$ cat src/rtl/multi_state_monitor_pkg.sv
// ----------------------------------------------------------------------------
// multi_state_monitor_pkg
// Shared types and elaboration-time helpers for the multi-channel transient
// monitor.
//   state_t      : per-channel FSM encoding (ST_IDLE = 0, ST_HOLD = 1)
//   clog2_min1() : ceil(log2(n)), never less than 1 (select port width)
//   cnt_w_ok()   : true when the largest hold-off load fits in the counter
// ----------------------------------------------------------------------------
package multi_state_monitor_pkg;

    typedef enum logic {
        ST_IDLE = 1'b0,
        ST_HOLD = 1'b1
    } state_t;

    function automatic int clog2_min1(input int n);
        int r;
        r = 0;
        while ((1 << r) < n) r = r + 1;
        return (r < 1) ? 1 : r;
    endfunction

    // Largest load is (2^compare_w - 1) * scale; it must be representable
    // in cnt_w bits or long hold-offs would silently wrap.
    function automatic bit cnt_w_ok(input int compare_w, input int scale,
                                    input int cnt_w);
        longint max_load;
        max_load = ((longint'(1) << compare_w) - 1) * longint'(scale);
        return (cnt_w > 0) && (cnt_w < 63) && (max_load < (longint'(1) << cnt_w));
    endfunction

endpackage

$ cat src/rtl/multi_state_monitor_channel.sv
// ----------------------------------------------------------------------------
// state_monitor_channel
// One monitored line: synchroniser, invalid-edge detector, IDLE/HOLD FSM with
// retriggerable hold-off counter, sticky fault flag and saturating event count.
// Ports:
//   i_clk, i_reset   clock, synchronous active-high reset
//   i_signal         raw asynchronous line
//   i_polarity       0 = rising edge invalid, 1 = falling edge invalid
//   i_enable         channel enable; low forces IDLE and suppresses events
//   i_hold_load      hold-off length in cycles (shared, precomputed)
//   i_clear          clears fault and event count
//   o_valid          1 = not in hold-off (registered)
//   o_fault          sticky invalid-edge flag
//   o_evt_cnt        saturating invalid-edge count
// ----------------------------------------------------------------------------
module state_monitor_channel
    import multi_state_monitor_pkg::*;
#(
    parameter int CNT_W       = 18,
    parameter int SYNC_STAGES = 2,
    parameter int EVT_W       = 8
) (
    input  logic             i_clk,
    input  logic             i_reset,
    input  logic             i_signal,
    input  logic             i_polarity,
    input  logic             i_enable,
    input  logic [CNT_W-1:0] i_hold_load,
    input  logic             i_clear,
    output logic             o_valid,
    output logic             o_fault,
    output logic [EVT_W-1:0] o_evt_cnt
);

    if (SYNC_STAGES < 2) begin : g_sync_check
        $error("state_monitor_channel: SYNC_STAGES must be >= 2");
    end

    localparam logic [EVT_W-1:0] EVT_MAX = '1;

    logic [SYNC_STAGES-1:0] r_sync;
    logic                   r_prev;
    state_t                 r_state;
    logic [CNT_W-1:0]       r_count;
    logic                   r_valid;
    logic                   r_fault;
    logic [EVT_W-1:0]       r_evt;

    logic w_s;
    logic w_inv;

    assign w_s   = r_sync[SYNC_STAGES-1];
    // Invalid edge: a change whose new level is the opposite of the polarity bit.
    assign w_inv = i_enable & (w_s ^ r_prev) & (w_s == ~i_polarity);

    // NOTE: reset is sampled on the clock edge, so every register, including
    // the synchroniser, sits inside the reset branch of one clocked block.
    always_ff @(posedge i_clk) begin
        if (i_reset) begin
            r_sync  <= '0;
            r_prev  <= 1'b0;
            r_state <= ST_IDLE;
            r_count <= '0;
            r_valid <= 1'b1;
            r_fault <= 1'b0;
            r_evt   <= '0;
        end else begin
            // NOTE: non-blocking assignments here so every register sees the
            // previous-cycle values regardless of statement order.
            r_sync <= {r_sync[SYNC_STAGES-2:0], i_signal};
            // Prev keeps tracking while disabled so re-enabling sees no false edge.
            r_prev <= w_s;

            if (!i_enable) begin
                r_state <= ST_IDLE;
                r_valid <= 1'b1;
                r_count <= i_hold_load;
            end else begin
                case (r_state)
                    ST_IDLE: begin
                        r_count <= i_hold_load;
                        if (w_inv) begin
                            r_state <= ST_HOLD;
                            r_valid <= 1'b0;
                        end
                    end
                    ST_HOLD: begin
                        if (w_inv) begin
                            r_count <= i_hold_load;
                        end else if (r_count == '0) begin
                            r_state <= ST_IDLE;
                            r_valid <= 1'b1;
                        end else begin
                            r_count <= r_count - CNT_W'(1);
                        end
                    end
                endcase
            end

            // Set wins over a simultaneous clear.
            if (w_inv)        r_fault <= 1'b1;
            else if (i_clear) r_fault <= 1'b0;

            // Clear and event together leave a count of one.
            if (i_clear)                      r_evt <= w_inv ? EVT_W'(1) : '0;
            else if (w_inv && r_evt != EVT_MAX) r_evt <= r_evt + EVT_W'(1);
        end
    end

    assign o_valid   = r_valid;
    assign o_fault   = r_fault;
    assign o_evt_cnt = r_evt;

endmodule

$ cat src/rtl/multi_state_monitor.sv
// ----------------------------------------------------------------------------
// multi_state_monitor
// N-channel transient monitor. Each channel drops its valid flag for a
// programmable, retriggerable hold-off after an invalid-direction edge.
// Note: s/p reset to 0, so a line held high with polarity 0 yields one
// detected edge after reset release; this is intentional and not masked.
// Ports:
//   i_clk, i_reset   clock, synchronous active-high reset
//   i_signal         N_CH asynchronous monitored lines
//   i_polarity       per-channel invalid-edge select
//   i_enable         per-channel enable
//   i_compare        shared hold-off length in SCALE units
//   i_clear          per-channel fault/event-count clear
//   i_sel            channel select for o_evt_cnt
//   o_valid          per-channel valid (registered)
//   o_fault          per-channel sticky fault
//   o_all_valid      AND of o_valid over enabled channels
//   o_evt_cnt        event count of channel i_sel
// ----------------------------------------------------------------------------
module multi_state_monitor
    import multi_state_monitor_pkg::*;
#(
    parameter int N_CH        = 4,
    parameter int COMPARE_W   = 4,
    parameter int SCALE       = 10000,
    parameter int CNT_W       = 18,
    parameter int SYNC_STAGES = 2,
    parameter int EVT_W       = 8,
    localparam int SEL_W      = clog2_min1(N_CH)
) (
    input  logic                 i_clk,
    input  logic                 i_reset,
    input  logic [N_CH-1:0]      i_signal,
    input  logic [N_CH-1:0]      i_polarity,
    input  logic [N_CH-1:0]      i_enable,
    input  logic [COMPARE_W-1:0] i_compare,
    input  logic [N_CH-1:0]      i_clear,
    input  logic [SEL_W-1:0]     i_sel,
    output logic [N_CH-1:0]      o_valid,
    output logic [N_CH-1:0]      o_fault,
    output logic                 o_all_valid,
    output logic [EVT_W-1:0]     o_evt_cnt
);

    if (!cnt_w_ok(COMPARE_W, SCALE, CNT_W)) begin : g_cnt_w_check
        $error("multi_state_monitor: CNT_W too small for (2^COMPARE_W-1)*SCALE");
    end
    if (N_CH < 1 || N_CH > 8) begin : g_n_ch_check
        $error("multi_state_monitor: N_CH must be in 1..8");
    end

    // Shared load value, truncated to the counter width.
    logic [CNT_W-1:0] w_hold_load;
    assign w_hold_load = CNT_W'(i_compare) * CNT_W'(SCALE);

    logic [EVT_W-1:0] w_evt [N_CH];

    for (genvar g = 0; g < N_CH; g++) begin : g_ch
        state_monitor_channel #(
            .CNT_W      (CNT_W),
            .SYNC_STAGES(SYNC_STAGES),
            .EVT_W      (EVT_W)
        ) u_ch (
            .i_clk      (i_clk),
            .i_reset    (i_reset),
            .i_signal   (i_signal[g]),
            .i_polarity (i_polarity[g]),
            .i_enable   (i_enable[g]),
            .i_hold_load(w_hold_load),
            .i_clear    (i_clear[g]),
            .o_valid    (o_valid[g]),
            .o_fault    (o_fault[g]),
            .o_evt_cnt  (w_evt[g])
        );
    end

    // Disabled channels count as valid, so no enables gives 1.
    assign o_all_valid = &(o_valid | ~i_enable);

    // NOTE: default assignment first so the mux cannot infer a latch.
    always_comb begin
        o_evt_cnt = '0;
        for (int i = 0; i < N_CH; i++) begin
            if (i_sel == SEL_W'(i)) o_evt_cnt = w_evt[i];
        end
    end

endmodule

$ cat config.mk
export PLATFORM = sky130hd
export DESIGN_NAME = multi_state_monitor
export DESIGN_NICKNAME = d
export VERILOG_FILES = /design/src/rtl/multi_state_monitor_pkg.sv /design/src/rtl/multi_state_monitor_channel.sv /design/src/rtl/multi_state_monitor.sv
export SDC_FILE = /design/constraint.sdc
export NUM_CORES = 1
export LEC_CHECK = 0
export BUFFER_PORTS_ARGS = -buffer_cell sky130_fd_sc_hd__buf_4
export CAP_MARGIN = 15
export CORE_ASPECT_RATIO = 2
export CORE_MARGIN = 2
export CORE_UTILIZATION = 25
export CTS_CLUSTER_DIAMETER = 100
export CTS_CLUSTER_SIZE = 28
export DETAILED_ROUTE_END_ITERATION = 10
export PLACE_DENSITY = 0.38
export SLEW_MARGIN = 20
export SYNTH_ARGS = -nofsm -noshare
export SYNTH_HDL_FRONTEND = slang
export SYNTH_HIERARCHICAL = 1
export SYNTH_SLANG_ARGS = --single-unit
$ cat constraint.sdc
create_clock -name i_clk -period 4.1 [get_ports i_clk]
set_input_delay 0 -clock i_clk [delete_from_list [all_inputs] [get_ports i_clk]]
set_output_delay 0 -clock i_clk [all_outputs]
set_load 0.01 [all_outputs]
After elaboration in Yosys (flattened, before gate mapping)
Cells that the tools add are included.
{ "totals": {"ff_bits": 128, "input_bits": 24, "output_inout_bits": 17, "word_cells": 196} }
{ "op_classes": {"n_addsub": 8, "n_mul": 1, "n_eq_ne": 31, "muxes": 72, "bitwise": 26, "reduce_logical": 26} }
{ "ops": {"columns": ["op", "n"], "rows": [
  ["18-bit two-way mux", 12],
  ["18-bit case mux with 2 select lines", 4],
  ["8-bit two-way mux", 12],
  ["18-bit logical NOT", 4],
  ["18-bit by 1-bit subtractor with 18-bit output, second input constant", 4],
  ["1-bit two-way mux", 36],
  ["8-bit by 1-bit adder with 8-bit output, second input constant", 4],
  ["8-bit inequality test, second input constant", 4],
  ["2-bit inequality test, second input constant", 8],
  ["4-bit inequality test, second input constant", 4],
  ["1-bit case mux with 2 select lines", 8],
  ["2-bit nonzero test", 8],
  ["4-bit by 10-bit multiplier with 14-bit output, second input constant", 1],
  ["3-bit inequality test, second input constant", 4],
  ["1-bit inverter", 12],
  ["3-bit AND reduction", 4],
  ["1-bit AND", 8],
  ["2-bit by 1-bit inequality test with 1-bit output, second input constant", 4],
  ["2-bit OR reduction", 4],
  ["1-bit == test", 4],
  ["2-bit == test, second input constant", 2],
  ["1-bit logical AND", 4],
  ["4-bit inverter", 1],
  ["4-bit OR", 1],
  ["4 further kinds", 7]
]} }

Longest topological paths before layout
Gate-level depths: netlist of the first run.
{ "depth": {"depth_word": 6, "ltp_mapped": 12, "depth_no_buf": 12} }

Hierarchy
Netlist of the first run, hierarchy kept.
{ "modules_own_cells": {"columns": ["module", "n_inst", "cells_each", "area_each_um2", "seq_area_each_um2"], "rows": [
  ["state_monitor_channel (g_ch[0].u_ch ...)", 3, 231, 1971.9, 640.6],
  ["state_monitor_channel (g_ch[3].u_ch)", 1, 206, 1716.6, 640.6],
  ["multi_state_monitor", 1, 64, 633.1, 0.0]
]} }

Worst setup path before layout of the first run
No wires, ideal clock.
{ "synth_timing": {"path_kind": "flip-flop to flip-flop", "start": "reg g_ch[3].u_ch.r_count[0]", "end": "reg g_ch[3].u_ch.r_count[4]", "setup_time_ns": 0.071, "t_arrival_ns": 2.305, "required_time_ns": 4.029, "setup_slack_ns": 1.724, "path_stages_with_launch": 10, "path_buffers": 2, "synth_period_minus_slack_ns": 2.376, "path_cell_list": "dfxtp_1 > inv_1 > ha_1 > or4b_1 > or3_1 > buf_6 > nor4_4 > buf_6 > o21ai_1 > a21oi_1"} }
{ "synth_between": {"elab_chain_cells": 5, "elab_cells_between_ends": 7, "cone_classes": "add/sub (1); eq/ne (1); mux (4); reduce/logical (1)"} }
{ "synth_lines": {"columns": ["item", "line", "text"], "rows": [
  ["from (decl)", "multi_state_monitor_channel.sv:44", "logic [CNT_W-1:0] r_count;"],
  ["from (signal assigned)", "multi_state_monitor_channel.sv:77", "r_count <= i_hold_load;"],
  ["from (signal assigned)", "multi_state_monitor_channel.sv:81", "r_count <= i_hold_load;"],
  ["from (signal assigned)", "multi_state_monitor_channel.sv:89", "r_count <= i_hold_load;"],
  ["18-bit by 1-bit subtractor with 18-bit output", "multi_state_monitor_channel.sv:94", "r_count <= r_count - CNT_W'(1);"],
  ["18-bit two-way mux", "multi_state_monitor_channel.sv:90", "end else if (r_count == '0) begin"],
  ["18-bit two-way mux", "multi_state_monitor_channel.sv:88", "if (w_inv) begin"],
  ["18-bit case mux with 2 select lines", "multi_state_monitor_channel.sv:79", "case (r_state)"],
  ["18-bit two-way mux", "multi_state_monitor_channel.sv:74", "if (!i_enable) begin"]
]} }
Several ways; a longest one is shown, not always the timed one. The select of a mux whose other input is x is not followed.
A chain may end at the register's enable or synchronous reset.

Worst setup path in the final report of the first run
{ "layout_timing": {"start": "reg g_ch[3].u_ch.r_count[0]", "end": "reg g_ch[3].u_ch.r_count[3]"} }
{ "layout_between": {"elab_chain_cells": 4, "elab_cells_between_ends": 6, "cone_classes": "add/sub (1); eq/ne (1); mux (3); reduce/logical (1)"} }
{ "layout_lines": {"columns": ["item", "line"], "rows": [
  ["18-bit by 1-bit subtractor with 18-bit output", "multi_state_monitor_channel.sv:94"],
  ["18-bit two-way mux", "multi_state_monitor_channel.sv:90"],
  ["18-bit two-way mux", "multi_state_monitor_channel.sv:88"],
  ["18-bit case mux with 2 select lines", "multi_state_monitor_channel.sv:79"]
]} }
Several ways; a longest one is shown, not always the timed one. The select of a mux whose other input is x is not followed.

==> results of run 1 <==
flip-flops by register name, summed over array words and instances (netlist names):
name                 flops
g_ch.u_ch/r_count       72
g_ch.u_ch/o_evt_cnt     32
g_ch.u_ch/r_sync         8
g_ch.u_ch/o_fault        4
g_ch.u_ch/o_valid        4
g_ch.u_ch/r_prev         4
g_ch.u_ch/r_state        4
per-stage QoR:
step	instances	total power, W
after floorplan	982	0.00183
after global placement	1402	0.00200
after detailed placement	1402	0.00200
after CTS	1447	0.00369
after global routing	1447	0.00381
final	1447	0.00362
area by class of cell:
type                    instances  area share
multi-input cells             754       0.545
flip-flops and latches        128       0.268
well taps                     432      0.0566
clock buffers                  21      0.0482
repair buffers                 56      0.0475
inverters                      45      0.0177
clock inverters                11      0.0169
cell usage in the layout (no fill, tap or decap), drive strengths merged, types with 27 or more instances in the layout:
| cell | n |
|---|---|
| nand2 | 50 |
| inv | 45 |
| xnor2 | 28 |
| o21ai | 52 |
| nor3 | 35 |
| dfxtp | 128 |
| nand3 | 27 |
| buf | 43 |
| nor2 | 127 |
| a211oi | 44 |
| a21oi | 75 |
what timing repair did:
action | in CTS | in global routing
resized for setup | 0 | 0
hold endpoints to repair | 46 | 0
setup buffers | 0 | 0
hold buffers | 13 | 0
routing by layer:
metal	share of wire	vias to the layer above	wire [um]	global-route usage
li1	-	3555	-	-
met1	0.39	3362	9480	0.145
met2	0.56	83	13600	0.290
met3	0.026	22	636	0.0275
met4	0.024	0	588	0.0579
met5	0	-	0	0
worst max path at each step:
stage                                       start                       to  slack [ps]
after floorplan           g_ch[3].u_ch/r_count[0]  g_ch[3].u_ch/r_count[4]        1720
after global placement    g_ch[3].u_ch/r_count[0]  g_ch[3].u_ch/r_count[3]        1110
after detailed placement  g_ch[3].u_ch/r_count[0]  g_ch[3].u_ch/r_count[3]        1090
after CTS                 g_ch[3].u_ch/r_count[0]  g_ch[3].u_ch/r_count[3]        1070
after global routing      g_ch[3].u_ch/r_count[0]  g_ch[3].u_ch/r_count[3]         880
final                     g_ch[3].u_ch/r_count[0]  g_ch[3].u_ch/r_count[3]        1120
power groups by stage:
stage	Combinational, W	Clock, W	Sequential [W]
2_1_floorplan	0.000420	0	0.00141
3_3_place_gp	0.000566	0	0.00144
3_5_place_dp	0.000564	0	0.00144
4_1_cts	0.000577	0.00170	0.00141
5_1_grt	0.000632	0.00176	0.00142
6_report	0.000565	0.00164	0.00141
kinds of logic (layout without fill, tap and decap cells):
kind of cell | Yosys count | in the layout | share of synthesized area
muxes | 20 | 20 | 0.0375
AOI/OAI and AO/OA | 239 | 239 | 0.216
DFF | 128 | 128 | 0.310
and+or+nand+nor | 401 | 401 | 0.271
adders and majority gates | 28 | 28 | 0.0451
xor gates and xnor gates | 46 | 46 | 0.0487
buffers and inverters | 100 | 133 | 0.0702
other | 1 | 20 | 0.000454
synth_stat cells (12+ instances only):
cell type | instances | share of area
nor2b_1 | 21 | 0.016
a21oi_1 | 59 | 0.036
nand4_1 | 15 | 0.011
nand2_1 | 50 | 0.023
clkbuf_1 | 19 | 0.0086
nand3_1 | 27 | 0.016
nor4b_1 | 12 | 0.013
nor2_1 | 124 | 0.056
o21ai_2 | 21 | 0.022
dfxtp_1 | 128 | 0.31
nand2b_1 | 13 | 0.0098
o21ai_0 | 26 | 0.016
xnor2_1 | 28 | 0.030
xor2_1 | 18 | 0.019
a211oi_1 | 40 | 0.036
nor3_1 | 32 | 0.019
a21oi_2 | 16 | 0.017
and3_1 | 18 | 0.014
inv_1 | 42 | 0.019
ha_1 | 25 | 0.038
==> key figures, run 1 <==
Global routing
  – Number of global-route vias before repair: 7060
  – Initial antenna violation count: 0
  – Grt total ovfl: 0
  – Largest net degree at the start of global routing: 47
  – First-pass GRT wire length: 39100 um
  – Total GRT Usage: 0.145

Timing
  – Setup violators final: 0
  – Actual slew at the worst max-slew pin: 895 ps
  – Hold Slack: approximately 29 ps
  – Clock skew: 9.42 ps
  – Final Max Tran Viols: 0
  – Sum Neg Setup Slack: 0 ps
  – Final worst slack: 1120 ps
  – Final hold vios: 0
  – Tcrit/Tclk final: 0.726
  – Final min period: 2980 ps
  – Slew margin rel.: 0.398
  – RSZ-0062 raised after global routing: false
  – Maximum clock rate: 336 MHz

Cells and area
  – # diodes: 0
  – Area occupied by multi-input gates: 0.00520 mm^2
  – Nets: about 1100
  – Final core occ: 0.292
  – Final instance area: 0.00955 mm^2
  – Area delta synth->final: 15.5%
  – Reg area: between 0.002 and 0.003 mm^2
  – Fillers: ~3600
  – Layout cells sized above 1: 0.185

Worst hold path
  – Worst hold endpoint: g_ch[3].u_ch/r_sync[0]
  – Hold Path Stages: 2
  – Tightest Hold Check Type: in -> reg
  – Hold Path Origin: i_reset

Placed design
  – Placement Cell Area: 0.00879 mm^2
  – DP Wirelength: 18300 um
  – Dpl ws: around 1100 ps
  – Final Wtd Congestion: 0.770
  – IO Port Bufs: 40

Worst setup path
  – CP Class: reg -> reg
  – Critical Path AT: 3340 ps
  – Worst reg2reg path depth: 7
  – RR Endpoint: g_ch[3].u_ch/r_count[3]
  – Critical Path RT: about 4500 ps
  – Critical Path, Cell by Cell: inv_1, ha_1, or4b_1, or3_1, nor4_4, o21ai_0, a21oi_1
  – R2R Setup Slk: 1120 ps
  – FF-to-FF Start: g_ch[3].u_ch/r_count[0]
  – Worst path buffer plus inverter count: 1
  – Delay-heaviest family, CP: simple AND/OR/NAND/NOR gates
  – CP max stage delay: 820 ps
  – CP Capture Type: flip-flop
  – Slowest CP cell: nor4_4
  – Nature of the critical path startpoint: flip-flop
  – Crit-path max FO: 16
  – Crit path depth: 7

Die
  – Row cnt: 94
  – Die width: approximately 130 um
  – Io pins: 41
  – Starting Density: 0.253
  – Die Ht: 261 um
  – Core area: 0.0327 mm^2
  – Die ar.: 0.0346 mm^2

Pwr
  – Lkg Pwr: 3.39 nW
  – Comb pwr share: 0.156
  – Pwr Density: 379 mW/mm^2
  – Sw Share: 0.280
  – Net switching power figure: 0.00101 W
  – Sequential share of power: 0.390
  – Cell-internal power: 0.00261 W
  – Maximum vdd ir drop: 287 uV
  – Clock network power share: 0.454

Clocking
  – Clock Tree Root: clkbuf_16
  – Clk_lat worst skew: 430 ps
  – Htree depth: 4
  – Clock sink count: 128
  – Max Root-Sink Buffers: 2
  – CTS clk-pin slew, worst paths: about 60 ps
  – Num CTS Buffers: 17
  – CTS tree: built

Yosys
  – Mapped Area: between 0.008 and 0.009 mm^2
  – Avg Inst Size Synth: 8.58 um^2
  – Post-Syn Instances: a little under 1000
  – Register bit total from synthesis: 128
  – Unique cell type count in the Yosys netlist: 70
  – Ys async rst share: 0
  – YS warnings: 6
  – Ys flop type: dfxtp_1
  – Sequential fraction of the synthesis area: 0.310
  – EDFF count, synth: 0

Route
  – Pre-antenna DRT Iters: 4
  – Vias/cell: 4.85
  – Routed wire length: 24300 um
  – # DRC: 0
  – Number of DRC markers in iteration 0: 258
  – Wire per inst: 16.8 um
  – Post-DRT Antenna Nets: 0
  – Vias: 7022

Job
  – Number of max-cap violations: 0

Run status
  – Status: completed
(Power assumes the default switching activity.)
==> run 2: changes to the inputs <==
- ABC_AREA: unset -> 1
- PLACE_DENSITY: 0.38 -> 0.4
- clock period: 4.1 -> 2.4 ns (I/O delays scaled with it)
==> run 2 against run 1 <==
Register-to-register slack got worse by 610 ps. Combinational power increased by 140%. First-iteration DRC count increased by 47%. Clock power increased by 73%. Non-clock buffer count increased by 18. Hold slack improved by 47 ps. Wire length increased by 24%. Cell area increased by 12%. Sequential share of layout area decreased by 2.9 points. Global-route usage increased by 1.9 points. Sequential cell count unchanged. Die area increased by 9.2%.
==> key figures, run 2 <==
Yosys
  – Register bit total from synthesis: ~130
  – EDFF count, synth: 0
  – Mapped Area: 0.00904 mm^2
  – Sequential fraction of the synthesis area: 0.283
  – Ranking of synthesized cells by area: dfxtp_1 (28%), nand2_1 (22%), nor2_1 (10%)
  – Commonest cells in the netlist: nand2_1 (528), nor2_1 (249), inv_1 (193), dfxtp_1 (128), nand3_1 (103)
  – Most common cell in the synthesized netlist: nand2_1
  – Unique cell type count in the Yosys netlist: 38
  – Post-Syn Instances: 1515
  – Synth top area share: 0.283
  – YS warnings: 6
  – Ys async rst share: 0
  – Yosys top cell by area: dfxtp_1
  – Ys flop type: dfxtp_1
  – Avg Inst Size Synth: just under 6 um^2

Worst setup path
  – R2R Setup Slk: 510 ps
  – FF-to-FF Start: g_ch[3].u_ch/r_count[0]
  – RR Endpoint: g_ch[3].u_ch/r_count[11]
  – Top cell by count, worst path: nand2_1
  – Nature of the critical path startpoint: input pin
  – Slowest CP cell: dlygate4sd3_1
  – Delay-heaviest family, CP: simple AND/OR/NAND/NOR gates
  – Worst path buffer plus inverter count: 2
  – Critical Path, Cell by Cell: dlygate4sd3_1, buf_4, ha_1, or2_2, ha_1, nand2_1, nor2_1, nand2_1, nand4_1, nand2_1, or2_1, nand3_2, nor2_1
  – Crit-path max FO: 11
  – CP Capture Type: flip-flop
  – Critical Path AT: 2470 ps
  – CP Class: in -> reg
  – Worst reg2reg path depth: 9
  – Critical Path RT: 2720 ps
  – CP max stage delay: 530 ps

Pwr
  – Lkg Pwr: 5.27 nW
  – Pwr Density: 615 mW/mm^2
  – Maximum vdd ir drop: 490 uV

Clocking
  – Setup bufs post-CTS: 0
  – CTS clk-pin slew, worst paths: 60 ps
  – Htree depth: 4
  – Clock Tree Root: clkbuf_16
  – Num CTS Buffers: 17
  – Clk_lat worst skew: 440 ps
  – CTS tree: built
  – Clock sink count: 128
  – Max Root-Sink Buffers: 2

Worst hold path
  – Hold Path Origin: i_reset
  – Worst hold endpoint: g_ch[3].u_ch/r_prev
  – Hold Path Stages: 2
  – Tightest Hold Check Type: in -> reg

Global routing
  – Number of global-route vias before repair: between 9000 and 10000
  – First-pass GRT wire length: 48100 um
  – Total GRT Usage: 0.165
  – Initial antenna violation count: 0
  – Grt total ovfl: 0
  – Largest net degree at the start of global routing: 50

Timing
  – Maximum clock rate: between 400 and 500 MHz
  – Slew margin rel.: 0.542
  – RSZ-0062 raised after global routing: false
  – Actual slew at the worst max-slew pin: 687 ps
  – Final hold vios: 0
  – Final min period: approximately 2200 ps
  – Final worst slack: 250 ps
  – Final Max Tran Viols: 0
  – Tcrit/Tclk final: 0.896
  – Setup violators final: 0
  – Clock skew: just over 10 ps
  – Hold Slack: 75.7 ps

Route
  – # DRC: 0
  – Vias/cell: about 4.4
  – Number of DRC markers in iteration 0: 379
  – Vias: approximately 9000
  – Pre-antenna DRT Iters: 5
  – Routed wire length: 30200 um
  – Post-DRT Antenna Nets: 0
  – Wire per inst: 14.6 um

Job
  – Number of max-cap violations: 0

Die
  – Die width: ~140 um
  – Die Ht: between 200 and 300 um
  – Starting Density: 0.253
  – Io pins: 41
  – Row cnt: 98
  – Die ar.: 0.0378 mm^2
  – Core area: 0.0357 mm^2

Cells and area
  – Top reg by flops: g_ch.u_ch/r_count
  – Fin cells: 2061
  – Area occupied by multi-input gates: 0.00559 mm^2
  – Most frequent cells in the layout: nand2_1 (528), nor2_1 (249), inv_1 (193)
  – # diodes: 0
  – Reg area: 0.00256 mm^2
  – Nets: 1651
  – Area delta synth->final: 18.2%
  – Fillers: 4030
  – Final core occ: 0.300
  – Largest register FFs: 72
  – Most common cell after layout, fill and taps aside: nand2_1
  – Layout cells sized above 1: 0.122

Run status
  – Status: completed

Placed design
  – Final Wtd Congestion: 0.836
  – DP Wirelength: 23400 um
  – IO Port Bufs: 40
  – Dpl ws: -59.7 ps
  – Cells after DPL: roughly 2000
run 2: layout make-up:
class                      count  area share
tap                          450      0.0527
multi-input combinational   1176       0.522
clock buffer                  21      0.0431
clock inverter                10      0.0149
inverter                     202      0.0712
sequential                   128       0.240
timing repair buffer          74      0.0562
run 2: per-layer routing:
metal	share of wire	global-route usage
met3	0.024	0.0263
met1	0.37	0.153
met5	0	0
met2	0.57	0.337
met4	0.044	0.0854
run 2: stage by stage:
step | power, W | TNS [ps] | cell area [um^2]
global placement | 0.00378 | -295 | 9940
floorplan | 0.00335 | 0 | 9100
global route | 0.00698 | 0 | 10700
CTS | 0.00670 | 0 | 10700
finish | 0.00657 | 0 | 10700
detailed placement | 0.00378 | -245 | 9940
run 2: worst register-to-register path: stages (launching register included):
cell and delay (ps):
dfxtp_1 300, inv_1 170, ha_1 290, nand2_2 130, nor2_1 130, nand2_1 80, nor2_2 130, nand3_2 290
nand3_1 200, nor2_1 50
run 2: worst max path at each step:
stage	start	to	slack, ps	cells after the start
finish	i_compare[0]	g_ch[2].u_ch/r_count[15]	250	13
global route	i_compare[0]	g_ch[2].u_ch/r_count[17]	110	11
CTS	i_compare[0]	g_ch[2].u_ch/r_count[15]	270	12
detailed placement	i_compare[1]	g_ch[1].u_ch/r_count[14]	-60	13
global placement	i_compare[1]	g_ch[2].u_ch/r_count[14]	-70	13
floorplan	i_compare[1]	g_ch[0].u_ch/r_count[14]	180	12
run 2: logic make-up after synthesis:
kind of cell	share of synthesized area
flops	0.283
buf+inv	0.105
compound gates	0.0452
simple gates	0.502
xor+xnor	0.0223
other cells	0.000415
fa+ha+maj	0.0412
run 2: what timing repair did:
| item | CTS | global route |
|---|---|---|
| hold buffers | 13 | 0 |
| gates resized for setup | 0 | 0 |
| hold endpoints to repair | 54 | 0 |
run 2: report_power, final:
group          total (W)  switching (W)  internal, W
sequential       0.00241       0.000152      0.00226
clock            0.00284        0.00105      0.00178
combinational    0.00133       0.000820     0.000507
total            0.00657        0.00202      0.00455
==> run 3: changes to the inputs <==
- PLACE_DENSITY: 0.4 -> unset
==> run 3 against run 2 <==
Setup slack got worse by 49 ps. Fmax decreased by 2.2%. Largest cell class unchanged. Critical path type unchanged. Critical path depth decreased by 1. Cell area decreased by 0.49%. Combinational power about the same. Global-route usage decreased by 2.0 points. Sequential cell count unchanged. Hold slack got worse by 33 ps.
==> key figures, run 3 (synthesized netlist as in run 2, its figures left out) <==
Run status
  – Status: completed

Worst hold path
  – Tightest Hold Check Type: in -> reg

Timing
  – Final hold vios: 0
  – RSZ-0062 raised after global routing: false
  – Clock skew: 8.86 ps
  – Setup violators final: 0
  – Tcrit/Tclk final: 0.917
  – Maximum clock rate: approximately 450 MHz
  – Final min period: 2200 ps
  – Final Max Tran Viols: 0

Clocking
  – Post_cts resized: 0
  – Max Root-Sink Buffers: 2
  – CTS tree: built
  – Clock sink count: 128
  – Num CTS Buffers: 17
  – Clock Tree Root: clkbuf_16
  – CTS clk-pin slew, worst paths: roughly 60 ps
  – Clk_lat worst skew: around 450 ps
  – Htree depth: 4

Die
  – Die ar.: roughly 0.038 mm^2
  – Core area: 0.0357 mm^2
  – Die Ht: 273 um
  – Io pins: 41
  – Row cnt: 98
  – Die width: 138 um
  – Starting Density: 0.253

Cells and area
  – Area occupied by multi-input gates: 0.00559 mm^2
  – Most common cell after layout, fill and taps aside: nand2_1
  – Area delta synth->final: 17.6%
  – Top reg by flops: g_ch.u_ch/r_count
  – Nets: 1645
  – # diodes: 0
  – Final core occ: 0.298
  – Final instance area: approximately 0.011 mm^2
  – Largest register FFs: 72
  – Reg area: around 0.0026 mm^2
  – Fillers: 3912
  – Layout cells sized above 1: 0.118
  – Most frequent cells in the layout: nand2_1 (528), nor2_1 (249), inv_1 (193)

Pwr
  – Pwr Density: 608 mW/mm^2
  – Lkg Pwr: approximately 5.2 nW
  – Maximum vdd ir drop: 448 uV

Worst setup path
  – Nature of the critical path startpoint: input pin
  – Critical Path AT: 2520 ps
  – Crit-path max FO: 11
  – CP Class: in -> reg
  – CP Capture Type: flip-flop
  – Critical Path RT: roughly 2700 ps

Route
  – Pre-antenna DRT Iters: 6
  – # DRC: 0
  – Number of DRC markers in iteration 0: around 400
  – Vias: approximately 9400
  – Vias/cell: 4.55
  – Routed wire length: 26800 um
  – Post-DRT Antenna Nets: 0
  – Wire per inst: 13.0 um

Global routing
  – Grt total ovfl: 0
  – Number of global-route vias before repair: 9067
  – First-pass GRT wire length: 43900 um
  – Largest net degree at the start of global routing: 40
  – Initial antenna violation count: 2
  – Total GRT Usage: 0.144

Placed design
  – Final Wtd Congestion: 0.923
  – IO Port Bufs: 40
  – Placement Cell Area: 0.00987 mm^2
  – DP Wirelength: roughly 21000 um

Job
  – Number of max-cap violations: 0
==> run 3: layer usage <==
metal,track usage,share of wire,vias to the layer above
met5,0,0.00041,-
met4,0.0835,0.046,2
met3,0.0238,0.034,73
met2,0.288,0.56,209
met1,0.137,0.36,4275
li1,-,-,4799
==> run 3: repair_timing <==
action | CTS | global route
hold endpoints to repair | 66 | 0
hold buffers | 15 | 0
buffers inserted | 0 | 0
==> run 3: worst max-delay path, cell delays in order <==
cell,delay (ps)
dlygate4sd3_1,530
buf_4,210
ha_1,210
or2_2,290
ha_1,360
a21oi_1,250
nand3_2,110
nand2_1,70
nand2_1,130
or2_1,270
nand3_2,60
nor2_1,40
==> run 3: final cells by class <==
type | instances | area share
Multi-Input combinational cell | 1176 | 0.525
Timing Repair Buffer | 68 | 0.0515
Clock buffer | 18 | 0.0403
Inverter | 202 | 0.0715
Tap cell | 450 | 0.0529
Clock inverter | 14 | 0.0179
Sequential cell | 128 | 0.241
==> run 3: where the power goes <==
part / internal, W / switching, W
Clock: 0.00173 / 0.00103
Combinational: 0.000500 / 0.000804
Sequential: 0.00226 / 0.000143
==> run 3: stage by stage <==
stage               std cells  setup slack (ps)  hold WS, ps  power, W  setup TNS (ps)
floorplan                1530               177          107   0.00335               0
global placement         2009             -65.3          205   0.00370            -448
detailed placement       2009             -88.8          209   0.00372            -705
CTS                      2056               186         35.0   0.00655               0
global route             2056              48.7         95.9   0.00685               0
finish                   2056               200         42.3   0.00647               0
==> run 3: worst paths after layout <==
check | from | endpoint | slack [ps] | depth (start not counted)
worst max register to register | g_ch[2].u_ch/r_count[0] | g_ch[2].u_ch/r_count[11] | 370 | 9
worst min register to register | g_ch[1].u_ch/r_sync[0] | g_ch[1].u_ch/r_sync[1] | 400 | 2
worst min-delay path | i_compare[1] | g_ch[3].u_ch/r_count[5] | 40 | 6
worst max-delay path | i_compare[0] | g_ch[1].u_ch/r_count[15] | 200 | 12
